<file path="config.mk">
export PLATFORM = sky130hd
export DESIGN_NAME = yarp_mc_control
export DESIGN_NICKNAME = d
export VERILOG_FILES = /design/src/rtl/yarp_mc_control.sv
export SDC_FILE = /design/constraint.sdc
export NUM_CORES = 1
export LEC_CHECK = 0
export CAP_MARGIN = 20
export CORE_ASPECT_RATIO = 1.4
export CORE_MARGIN = 4
export CORE_UTILIZATION = 40
export CTS_CLUSTER_SIZE = 28
export DETAILED_ROUTE_END_ITERATION = 8
export PLACE_DENSITY = 0.67
export SYNTH_ARGS = -nofsm -noshare
export SYNTH_HDL_FRONTEND = slang
export SYNTH_SLANG_ARGS = --single-unit
</file>
<file path="constraint.sdc">
create_clock -name clk -period 5.15 [get_ports clk]
set_input_delay 1.2875 -clock clk [delete_from_list [all_inputs] [get_ports clk]]
set_output_delay 1.2875 -clock clk [all_outputs]
set_load 0.02 [all_outputs]
</file>
<file path="src/rtl/yarp_mc_control.sv">
// Multi-cycle control FSM for the YARP core: FETCH/DECODE/EXEC/MEM/WB with a sticky TRAP state.
// Optional grant timeout enabled by defining YARP_MC_TIMEOUT_EN.
module yarp_mc_control #(
    parameter int unsigned TIMEOUT_CYCLES = 16,
    parameter int unsigned CNT_W          = 32
) (
    input  logic             clk,
    input  logic             reset,
    input  logic             is_r_type_i,
    input  logic             is_i_type_i,
    input  logic             is_s_type_i,
    input  logic             is_b_type_i,
    input  logic             is_u_type_i,
    input  logic             is_j_type_i,
    input  logic [2:0]       instr_funct3_i,
    input  logic             instr_funct7_bit5_i,
    input  logic [6:0]       instr_opcode_i,
    input  logic             branch_taken_i,
    output logic             instr_req_o,
    input  logic             instr_gnt_i,
    output logic             data_req_o,
    input  logic             data_gnt_i,
    output logic             pc_sel_o,
    output logic             op1sel_o,
    output logic             op2sel_o,
    output logic             data_wr_o,
    output logic             zero_extnd_o,
    output logic [3:0]       alu_func_o,
    output logic [1:0]       rf_wr_data_o,
    output logic [1:0]       data_byte_o,
    output logic             rf_wr_en_o,
    output logic             pc_wr_en_o,
    output logic             ir_wr_en_o,
    output logic [2:0]       state_o,
    output logic             fault_o,
    output logic [CNT_W-1:0] retire_cnt_o
);

    localparam logic [3:0] OP_ADD  = 4'd0;
    localparam logic [3:0] OP_SUB  = 4'd1;
    localparam logic [3:0] OP_SLL  = 4'd2;
    localparam logic [3:0] OP_SRL  = 4'd3;
    localparam logic [3:0] OP_SRA  = 4'd4;
    localparam logic [3:0] OP_OR   = 4'd5;
    localparam logic [3:0] OP_AND  = 4'd6;
    localparam logic [3:0] OP_XOR  = 4'd7;
    localparam logic [3:0] OP_SLTU = 4'd8;
    localparam logic [3:0] OP_SLT  = 4'd9;

    localparam logic [1:0] RF_ALU = 2'd0;
    localparam logic [1:0] RF_MEM = 2'd1;
    localparam logic [1:0] RF_IMM = 2'd2;
    localparam logic [1:0] RF_PC  = 2'd3;

    localparam logic [1:0] SZ_BYTE = 2'b00;
    localparam logic [1:0] SZ_HALF = 2'b01;
    localparam logic [1:0] SZ_WORD = 2'b11;

    localparam logic [6:0] OPC_LOAD  = 7'b0000011;
    localparam logic [6:0] OPC_JALR  = 7'b1100111;
    localparam logic [6:0] OPC_LUI   = 7'b0110111;

    typedef enum logic [2:0] {
        FETCH  = 3'd0,
        DECODE = 3'd1,
        EXEC   = 3'd2,
        MEM    = 3'd3,
        WB     = 3'd4,
        TRAP   = 3'd5
    } state_t;

    typedef struct packed {
        logic       pc_sel;
        logic       op1sel;
        logic       op2sel;
        logic [3:0] alu_func;
        logic [1:0] rf_wr_data;
        logic [1:0] data_byte;
        logic       data_wr;
        logic       zero_extnd;
        logic       is_load;
        logic       is_store;
        logic       is_branch;
    } ctrl_t;

    state_t           state;
    ctrl_t            ctrl;
    ctrl_t            ctrl_d;
    logic             illegal;
    logic             timeout;
    logic             show_ctrl;
    logic [CNT_W-1:0] retire_cnt;

    function automatic logic [3:0] alu_op(input logic [2:0] f3, input logic b5, input logic allow_sub);
        case (f3)
            3'b000:  return (allow_sub && b5) ? OP_SUB : OP_ADD;
            3'b001:  return OP_SLL;
            3'b010:  return OP_SLT;
            3'b011:  return OP_SLTU;
            3'b100:  return OP_XOR;
            3'b101:  return b5 ? OP_SRA : OP_SRL;
            3'b110:  return OP_OR;
            default: return OP_AND;
        endcase
    endfunction

    function automatic logic [1:0] mem_size(input logic [1:0] f3lo);
        case (f3lo)
            2'b00:   return SZ_BYTE;
            2'b01:   return SZ_HALF;
            default: return SZ_WORD;
        endcase
    endfunction

    always_comb begin
        ctrl_d  = '0;
        illegal = ($countones({is_r_type_i, is_i_type_i, is_s_type_i,
                               is_b_type_i, is_u_type_i, is_j_type_i}) != 1);
        if (is_r_type_i) begin
            ctrl_d.alu_func   = alu_op(instr_funct3_i, instr_funct7_bit5_i, 1'b1);
            ctrl_d.rf_wr_data = RF_ALU;
        end else if (is_i_type_i) begin
            ctrl_d.op2sel = 1'b1;
            if (instr_opcode_i == OPC_LOAD) begin
                ctrl_d.is_load    = 1'b1;
                ctrl_d.alu_func   = OP_ADD;
                ctrl_d.rf_wr_data = RF_MEM;
                ctrl_d.data_byte  = mem_size(instr_funct3_i[1:0]);
                ctrl_d.zero_extnd = instr_funct3_i[2];
                if (instr_funct3_i == 3'd3 || instr_funct3_i == 3'd6 || instr_funct3_i == 3'd7)
                    illegal = 1'b1;
            end else if (instr_opcode_i == OPC_JALR) begin
                ctrl_d.pc_sel     = 1'b1;
                ctrl_d.alu_func   = OP_ADD;
                ctrl_d.rf_wr_data = RF_PC;
            end else begin
                ctrl_d.alu_func   = alu_op(instr_funct3_i, instr_funct7_bit5_i, 1'b0);
                ctrl_d.rf_wr_data = RF_ALU;
            end
        end else if (is_s_type_i) begin
            ctrl_d.is_store  = 1'b1;
            ctrl_d.data_wr   = 1'b1;
            ctrl_d.op2sel    = 1'b1;
            ctrl_d.alu_func  = OP_ADD;
            ctrl_d.data_byte = mem_size(instr_funct3_i[1:0]);
            if (instr_funct3_i > 3'd2)
                illegal = 1'b1;
        end else if (is_b_type_i) begin
            ctrl_d.is_branch = 1'b1;
            ctrl_d.op1sel    = 1'b1;
            ctrl_d.op2sel    = 1'b1;
            ctrl_d.alu_func  = OP_ADD;
        end else if (is_u_type_i) begin
            ctrl_d.op2sel = 1'b1;
            ctrl_d.alu_func = OP_ADD;
            if (instr_opcode_i == OPC_LUI) begin
                ctrl_d.rf_wr_data = RF_IMM;
            end else begin
                ctrl_d.op1sel     = 1'b1;
                ctrl_d.rf_wr_data = RF_ALU;
            end
        end else if (is_j_type_i) begin
            ctrl_d.pc_sel     = 1'b1;
            ctrl_d.op1sel     = 1'b1;
            ctrl_d.op2sel     = 1'b1;
            ctrl_d.alu_func   = OP_ADD;
            ctrl_d.rf_wr_data = RF_PC;
        end
    end

`ifdef YARP_MC_TIMEOUT_EN
    localparam int unsigned WAIT_W = (TIMEOUT_CYCLES > 1) ? $clog2(TIMEOUT_CYCLES) : 1;
    logic [WAIT_W-1:0] wait_cnt;

    // Counter is zero on every entry to FETCH/MEM because any non-waiting cycle clears it.
    always_ff @(posedge clk) begin
        if (reset)
            wait_cnt <= '0;
        else if ((state == FETCH && !instr_gnt_i) || (state == MEM && !data_gnt_i))
            wait_cnt <= wait_cnt + 1'b1;
        else
            wait_cnt <= '0;
    end

    assign timeout = (wait_cnt == WAIT_W'(TIMEOUT_CYCLES - 1));
`else
    assign timeout = 1'b0;
`endif

    // Every output is forced low during reset so an aborted instruction writes nothing.
    assign show_ctrl    = !reset && (state == EXEC || state == MEM || state == WB);
    assign instr_req_o  = !reset && state == FETCH;
    assign ir_wr_en_o   = instr_req_o && instr_gnt_i;
    assign data_req_o   = !reset && state == MEM;
    assign rf_wr_en_o   = !reset && state == WB;
    assign pc_wr_en_o   = !reset && (state == WB
                                     || (state == EXEC && ctrl.is_branch)
                                     || (state == MEM && data_gnt_i && ctrl.is_store));
    assign pc_sel_o     = show_ctrl && (ctrl.is_branch ? (state == EXEC && branch_taken_i) : ctrl.pc_sel);
    assign op1sel_o     = show_ctrl && ctrl.op1sel;
    assign op2sel_o     = show_ctrl && ctrl.op2sel;
    assign data_wr_o    = show_ctrl && ctrl.data_wr;
    assign zero_extnd_o = show_ctrl && ctrl.zero_extnd;
    assign alu_func_o   = show_ctrl ? ctrl.alu_func   : 4'd0;
    assign rf_wr_data_o = show_ctrl ? ctrl.rf_wr_data : 2'd0;
    assign data_byte_o  = show_ctrl ? ctrl.data_byte  : 2'd0;
    assign state_o      = state;
    assign fault_o      = !reset && state == TRAP;
    assign retire_cnt_o = retire_cnt;

    always_ff @(posedge clk) begin
        if (reset) begin
            state      <= FETCH;
            ctrl       <= '0;
            retire_cnt <= '0;
        end else begin
            if (pc_wr_en_o)
                retire_cnt <= retire_cnt + CNT_W'(1);
            case (state)
                FETCH: begin
                    if (instr_gnt_i)
                        state <= DECODE;
                    else if (timeout)
                        state <= TRAP;
                end
                DECODE: begin
                    if (illegal) begin
                        state <= TRAP;
                    end else begin
                        ctrl  <= ctrl_d;
                        state <= EXEC;
                    end
                end
                EXEC: begin
                    if (ctrl.is_load || ctrl.is_store) begin
                        state <= MEM;
                    end else if (ctrl.is_branch) begin
                        ctrl  <= '0;
                        state <= FETCH;
                    end else begin
                        state <= WB;
                    end
                end
                MEM: begin
                    if (data_gnt_i) begin
                        if (ctrl.is_store) begin
                            ctrl  <= '0;
                            state <= FETCH;
                        end else begin
                            state <= WB;
                        end
                    end else if (timeout) begin
                        ctrl  <= '0;
                        state <= TRAP;
                    end
                end
                WB: begin
                    ctrl  <= '0;
                    state <= FETCH;
                end
                default: state <= TRAP;
            endcase
        end
    end

endmodule
</file>
== Word level (Yosys, flattened, before mapping) ==
Cells that the tools add are included.
Widths: inputs -> output; s select.

* Add/subtract/negate cells: 6
* $lt $le $gt $ge: 1
* Equal/unequal tests: 23
* Multiplexer cells: 63
* Reductions and logical operators: 32

{| class="wikitable"
|+ Operators by type and width
! kind !! number
|-
| $mux 16 || 5
|-
| $pmux 16 s4 || 1
|-
| $mux 9 || 7
|-
| $pmux 4 s7 || 2
|-
| $add 32x1->32 const B || 1
|-
| $mux 3 || 9
|-
| $mux 6 || 4
|-
| $mux 2 || 10
|-
| $mux 1 || 19
|-
| $eq 3x3->1 const B || 6
|-
| $logic_and 1x1->1 || 16
|-
| $pmux 3 s5 || 1
|-
| $eq 3x2->1 const B || 4
|-
| $ne 2x2->1 const B || 6
|-
| $reduce_and 5->1 || 2
|-
| $mux 8 || 1
|-
| $eq 7x2->1 const B || 1
|-
| $eq 7x6->1 const B || 1
|-
| $eq 7x7->1 const B || 1
|-
| $logic_or 1x1->1 || 7
|-
| $mux 7 || 1
|-
| $add 1x1->2 || 3
|-
| $eq 3x1->1 const B || 2
|-
| $logic_not 3->1 || 2
|-
| 13 further kinds || 13
|}

* Bits in registers: 51
* Bits of input ports: 22
* Output and inout port bits: 54
* Logic and storage cells: 138

== Depth between registers and ports, before layout ==
Gate-level depths: netlist of run 1.

* Depth in word-level cells: 13
* Mapped depth: 13
* Mapped depth without buffers: 11

== Worst setup path after synthesis of run 1 ==
No wires, ideal clock.

* Kind: input-to-reg
* Start point: input port is_r_type_i
* End point: register ctrl[11] in the netlist's numbering
* Library setup time: 0.121 ns
* Data arrival time: 4.336 ns
* Data required time: 5.029 ns
* Setup slack: 0.693 ns
* Stages on the path: 13
* Path buffers: 2
* Path through: clkbuf_1 > inv_1 > fa_1 > fa_1 > inv_1 > ha_1 > fa_1 > nor2_1 > o311ai_1 > a21boi_2 > nand3_4 > buf_12 > mux2_4

* Longest elaborated chain between the ends: 9
* Elaborated cells between the ends (all ways): 14
* Classes of those cells: 2 x add/sub; 2 x eq/ne; 9 x mux; 1 x reduce/logical

{| class="wikitable"
|+ Ends and longest elaborated chain
! what !! line !! text
|-
| from (decl) || 9 || <nowiki>input logic is_r_type_i,</nowiki>
|-
| $add 1x1->2 (implied by the code) || 117 || <nowiki>illegal = ($countones({is_r_type_i, is_i_type_i, is_s_type_i,</nowiki>
|-
| $add 3x2->4 (implied by the code) || 117 ||
|-
| $ne 4x1->1 || 118 || <nowiki>is_b_type_i, is_u_type_i, is_j_type_i}) != 1);</nowiki>
|-
| $mux 1, on equally long branches || 146, 130 ||
|-
| $mux 1, on equally long branches || 140, 124 ||
|-
| $mux 1 || 122 || <nowiki>end else if (is_i_type_i) begin</nowiki>
|-
| $mux 1 || 119 || <nowiki>if (is_r_type_i) begin</nowiki>
|-
| $ne 2x2->1 (no source line) || n/a ||
|-
| $reduce_and 6->1 (no source line) || n/a ||
|-
| to (signal assigned) || 230 || <nowiki>ctrl <= ctrl_d;</nowiki>
|-
| to (decl) || 87 || <nowiki>ctrl_t ctrl;</nowiki>
|}

Several ways; a longest one is shown, not always the timed one. The select of a mux whose other input is x is not followed.
A chain may end at the register's enable or synchronous reset.

== Final worst setup path of run 1 ==
* Start point: input port is_i_type_i
* End point: register ctrl[11] in the netlist's numbering

* Longest elaborated chain between the ends: 9
* Elaborated cells between the ends (all ways): 15
* Classes of those cells: 2 x add/sub; 2 x eq/ne; 10 x mux; 1 x reduce/logical

{| class="wikitable"
|+ Ends and longest elaborated chain
! what !! line !! text
|-
| from (decl) || 10 || <nowiki>input logic is_i_type_i,</nowiki>
|-
| $add 1x1->2 (implied by the code) || 117 ||
|-
| $add 3x2->4 (implied by the code) || 117 ||
|-
| $ne 4x1->1 || 118 ||
|-
| $mux 1, on equally long branches || 146, 130 ||
|-
| $mux 1, on equally long branches || 140, 124 ||
|-
| $mux 1 || 122 ||
|-
| $mux 1 || 119 ||
|-
| $ne 2x2->1 (no source line) || n/a ||
|-
| $reduce_and 6->1 (no source line) || n/a ||
|}

Several ways; a longest one is shown, not always the timed one. The select of a mux whose other input is x is not followed.

==> results.cfg, run 1 <==
[synthesis]
synth_top_cell_area_share = 0.3353
synth_edf_count = 0
synthFlopType = dfxtp_1
synth_seq_area_share = 0.3353
syn_area_per_cell_um2 = 8.483
synth_nets = 386
yosys_warnings = 0
synth_seq_cells = 51
synth_area_leader_cell = dfxtp_1
synth_area_leaders = dfxtp_1 34%, xnor2_1 6.0%, nor2_1 5.4%
syn_area_um2 = 3045
syn_inst = 359
ys_types = 59
synth-async-reset-ratio = 0

[sta]
grt_setup_unrepaired = false
timing.final.crit_share = 0.8740
tightestPinTransition_ps = 1032
min_period_ps = 4501
hold_viol = 0
setup_violations = 0
fmaxAchievable_ghz = 0.2222
maxSlewViolCount = 0
maxSlewHeadroom = 0.3054
hold-worst-slack_ps = 477.5
fin_skew_ps = 7.743
finalSetupTns_ps = 0

[cells_and_area]
n_antenna_cell = 0
nFillCells = 702
final_cell_mix = 74 x clkdlybuf4s50_1, 51 x dfxtp_1, 44 x nor2_1, 25 x nand2_1, 21 x xnor2_1
fin_nets = 448
drive_gt1_frac = 0.06398
final_area_um2 = 3961
area_growth_pct = 30.07
layout_commonest_cell = clkdlybuf4s50_1

[worst_setup_path]
critPathMaxFanout = 14
max_stage_delay_ps = 500
required_ps = 5350
path_cells = clkdlybuf4s50_1 > inv_1 > fa_1 > fa_1 > inv_1 > ha_1 > fa_1 > nor2_1 > o311ai_1 > a21boi_2 > nand3_4 > mux2_4
path_class = input port to flop
cp-start-kind = input port
cp-end-kind = flop
cpMaxStageDelayCell = fa_1
path_common_cell = fa_1
cp.arrival_ps = 4700

[routing]
drc = 0
detail-route-antenna-nets = 0
wire_per_inst_um = 14.47
drt_wl_total_mm = 7.508
vias_per_cell = 5.314
vias = 2758
first_pass_iters = 4
drt_iter0_drc = 115

[clock_network]
clockBufferDepth = 2
worst_skew_pair.late_latency_ps = 300
cts.clk_slew.worst_paths_ps = 90
cts_tree = built
cts-htree-levels = 2
numClockSinks = 51
cts_buffers = 5
hold_buffers = 0
postCtsSetupRepairBufs = 0
cts_resized = 0
cts_root_buffer = clkbuf_8

[floorplanning]
dieArea_um2 = 9093
die_height_um = 111.2
start_util = 0.4111
num_io_pins = 76
fp.dieW_um = 81.75
core_um2 = 7407
row_count = 37

[global_routing]
grt_usage = 0.1718
grt_pass1_wl_mm = 12.73
grt_remaining_overflow = 0
antenna_found_initial = 0
grt_max_degree = 38
grt_pass1_vias = 2745

[place]
placed_area_um2 = 3829
io_buffers = 75
hpwl_mm = 5.621
gp_congestion = 0.8074

[power]
p_leak_nw = 1.401
irDropWorstVdd_mv = 0.1538
p_per_area_nw_per_um2 = 237.9

[run]
maxCapViolCount = 0

[run_status]
status = finished clean

[worst_hold_path]
hold_class = flop to flop
flip-flops by register name, summed over array words and instances (netlist names):
name and cells:
ctrl 16, state_o 3, retire_cnt_o 32
power breakdown:
part / internal [mW] / leakage, nW / switching, mW
sequential: 0.406 / 0.412 / 0.0179
clock: 0.194 / 0.0654 / 0.129
combinational: 0.0910 / 0.924 / 0.104
total: 0.692 / 1.40 / 0.251
logic make-up (layout without fill, tap and decap cells):
kind of cell	after synthesis	after routing	synth area share
mux	17	17	0.05916
flops	51	51	0.3353
buf+inv	32	95	0.04930
simple gates	190	190	0.3632
fa+ha+maj	5	5	0.02794
compound gates	33	33	0.07601
xor+xnor	31	31	0.08915
layout make-up:
cell class	instances	area [um^2]	share of cell area
multi-input combinational	276	1881	0.4747
sequential	51	1021	0.2577
timing repair buffer	79	775.7	0.1958
tap	97	121.4	0.03064
clock buffer	6	72.57	0.01832
clock inverter	2	60.06	0.01516
inverter	8	30.03	0.007581
cell usage after synthesis (2+ instances only):
| cell type | number |
|---|---|
| a211oi_1 | 2 |
| nor2_1 | 44 |
| nor4b_1 | 2 |
| mux2i_1 | 12 |
| inv_1 | 8 |
| o21ai_0 | 7 |
| clkbuf_1 | 15 |
| and4_1 | 6 |
| or3_1 | 2 |
| nor4b_4 | 2 |
| a21oi_1 | 8 |
| ha_1 | 2 |
| and2_1 | 16 |
| fa_1 | 3 |
| nor2b_1 | 10 |
| nand4_1 | 10 |
| buf_2 | 5 |
| nor3_1 | 8 |
| xnor2_1 | 21 |
| o21a_1 | 3 |
| a311o_1 | 2 |
| nor4_1 | 15 |
| nand3_1 | 17 |
| buf_4 | 2 |
| and3_1 | 5 |
| nand2_1 | 25 |
| mux2_2 | 4 |
| dfxtp_1 | 51 |
| nand2b_1 | 13 |
| xor2_1 | 10 |
worst max-delay path: cells and delay by family:
| family | cells | cell delay (ps) |
|---|---|---|
| fa+ha+maj | 4 | 1610 |
| mux | 1 | 370 |
| compound gates | 2 | 430 |
| simple gates | 2 | 390 |
| buf+inv | 3 | 610 |
stage by stage:
step,util,std cells,total power [mW],setup WS (ps)
6_report,0.5348,519,0.9424,648.8
5_1_grt,0.5348,519,0.9895,488.6
4_1_cts,0.5348,519,0.9515,628.1
3_5_place_dp,0.5169,511,0.6299,331.4
3_3_place_gp,0.5169,511,0.6270,366.2
2_1_floorplan,-,359,0.5764,692.8
metal layers:
| metal | wire, um | global-route usage | part of all wire |
|---|---|---|---|
| met3 | 370 | 0.03252 | 0.049 |
| met4 | 104 | 0.04767 | 0.014 |
| met2 | 3856 | 0.2974 | 0.51 |
| met5 | 0 | 0 | 0 |
| met1 | 3176 | 0.2111 | 0.42 |
path summary, 6_finish.rpt:
| path | startpoint | endpoint | slack (ps) | depth (start not counted) |
|---|---|---|---|---|
| max | is_i_type_i | ctrl[11] | 650 | 12 |
| min | ctrl[10] | ctrl[10] | 480 | 2 |
| max reg2reg | state_o[1] | ctrl[7] | 2650 | 5 |
| min reg2reg | ctrl[10] | ctrl[10] | 480 | 2 |
No activity file was read; power rests on OpenSTA's default activity.
==> run 2, diff against run 1 <==
- ABC_AREA: default -> 0
- GPL_TIMING_DRIVEN: default -> 0
- clock period: 5.15 -> 5.3 ns (I/O delays scaled with it)
==> run 2 against run 1 <==
  * Sequential share of layout area down 0.31 points
  * Worst setup slack worse by 330 ps
  * Clock power down 10%
  * Hold slack worse by 1.7 ps
  * Final cell count up 3.3%
  * Sequential power down 5.0%
  * Routed wire length up 5.0%
  * Critical path type is now input port to primary output
  * Largest power group unchanged
==> results.cfg, run 2 (same netlist as run 1, synthesis figures left out) <==
[run_status]
status = finished clean

[place]
hpwl_mm = 6.042
gp_congestion = 0.8999
pre_cts_slack_ps = 147.5
io_buffers = 72
placed_area_um2 = 3887
placedCellCount = 528

[global_routing]
grt_pass1_wl_mm = 13.12
grt_max_degree = 17
grt_remaining_overflow = 0
met3_usage = 0.03496
antenna_found_initial = 0
grt_usage = 0.1783
gr-usage-met1 = 0.2051
met2_usage = 0.3135
grt_pass1_vias = 2883
gr-max-usage-layer = met2

[cells_and_area]
layout_commonest_cell = clkdlybuf4s50_1
final_util = 0.5414
n_antenna_cell = 0
largest_reg_flops = 32
final_cell_mix = 72 x clkdlybuf4s50_1, 51 x dfxtp_1, 44 x nor2_1, 25 x nand2_1, 21 x xnor2_1
regArea_um2 = 1021
area_growth_pct = 31.68
drive_gt1_frac = 0.07062
fin_nets = 465
nFillCells = 728
multiInputGateArea_um2 = 1874
final_area_um2 = 4010
fin_cells = 536

[clock_network]
postCtsSetupRepairBufs = 0
cts.clk_slew.worst_paths_ps = 90
hold_buffers = 0
worst_skew_pair.late_latency_ps = 310
cts_buffers = 5
cts-htree-levels = 2
numClockSinks = 51
cts_tree = built
cts_root_buffer = clkbuf_8
clockBufferDepth = 2

[worst_hold_path]
hold_class = flop to flop

[routing]
drt_iter0_drc = 108
first_pass_iters = 4
drc = 0
vias = 2792
wire_per_inst_um = 14.70
drt_wl_total_mm = 7.880
vias_per_cell = 5.209
detail-route-antenna-nets = 0

[sta]
finalSetupTns_ps = 0
setup_violations = 0
min_period_ps = 4980
maxSlewViolCount = 0
fmaxAchievable_ghz = 0.2008
timing.final.crit_share = 0.9397
hold-worst-slack_ps = 475.8
layout_setup_ws_ps = 319.6
fin_skew_ps = 5.670
tightestPinTransition_ps = 993.8
hold_viol = 0
maxSlewHeadroom = 0.3313
grt_setup_unrepaired = false

[worst_setup_path]
max_stage_delay_ps = 560
critPathBufInv = 5
required_ps = 3970
cpMaxStageDelayCell = clkdlybuf4s50_1
r2r_slack_ps = 3250
path_cells = clkdlybuf4s50_1 > clkbuf_1 > clkbuf_2 > clkbuf_1 > nor2_1 > clkdlybuf4s50_1
cp-end-kind = primary output
critical-path-top-delay-family = buffers and inverters
cp-start-kind = input port
cp.arrival_ps = 3660
critPathMaxFanout = 10
path_class = input port to primary output

[floorplanning]
num_io_pins = 76
core_um2 = 7407
die_height_um = 111.2
dieArea_um2 = 9093
row_count = 37
start_util = 0.4111
fp.dieW_um = 81.75

[run]
maxCapViolCount = 0

[power]
p_per_area_nw_per_um2 = 226.4
p_leak_nw = 1.429
irDropWorstVdd_mv = 0.1195
p_total_mw = 0.9080
==> run 2: changes by cell type in the layout (fill, tap and decap cells not counted), moves of 2 or more <==
cell / change
buf_2: +4
clkbuf_1: +13
buf_4: -2
clkdlybuf4s50_1: -2
==> run 2: per-layer routing <==
metal / wire (um) / up-vias / share of wire
met4: 148 / 0 / 0.019
li1: - / 1415 / -
met1: 3333 / 1290 / 0.42
met2: 4056 / 74 / 0.51
met3: 341 / 13 / 0.043
met5: 0 / - / 0
==> run 2: area by class of cell <==
type,instances,share of cell area
inverter,8,0.007488
timing repair buffer,72,0.1797
tap,97,0.03027
multi-input combinational,276,0.4674
clock buffer,6,0.02059
clock inverter,2,0.009672
buffer,24,0.03027
sequential,51,0.2546
==> run 2: report_power, final <==
group	leakage, nW	internal, mW	total [mW]	switching [mW]
combinational	0.955	0.0984	0.215	0.117
sequential	0.412	0.395	0.403	0.00828
clock	0.0618	0.155	0.290	0.134
==> run 2: worst paths after layout <==
kind / startpoint / to / cells after the start
worst max-delay path: reset / pc_wr_en_o / 6
worst min-delay path: ctrl[3] / ctrl[3] / 2
worst max register to register: retire_cnt_o[1] / retire_cnt_o[16] / 7
worst min register to register: ctrl[3] / ctrl[3] / 2
==> run 2: what timing repair did <==
action,in CTS,in global routing
hold endpoints to repair,0,0
endpoints found under the setup margin,0,1
gates resized for setup,0,2
==> run 2: worst register-to-register path, cell delays in order (launching register included) <==
cell	delay, ps
dfxtp_1	420
ha_1	220
and2_1	130
clkbuf_1	390
nand3_1	210
nor4_1	350
xnor2_1	170
nor2_1	50
==> run 3, diff against run 2 <==
- CTS_CLUSTER_SIZE: 28 -> default
==> results of run 3 <==
The final DEF is identical to that of run 2; final timing and power are the same.
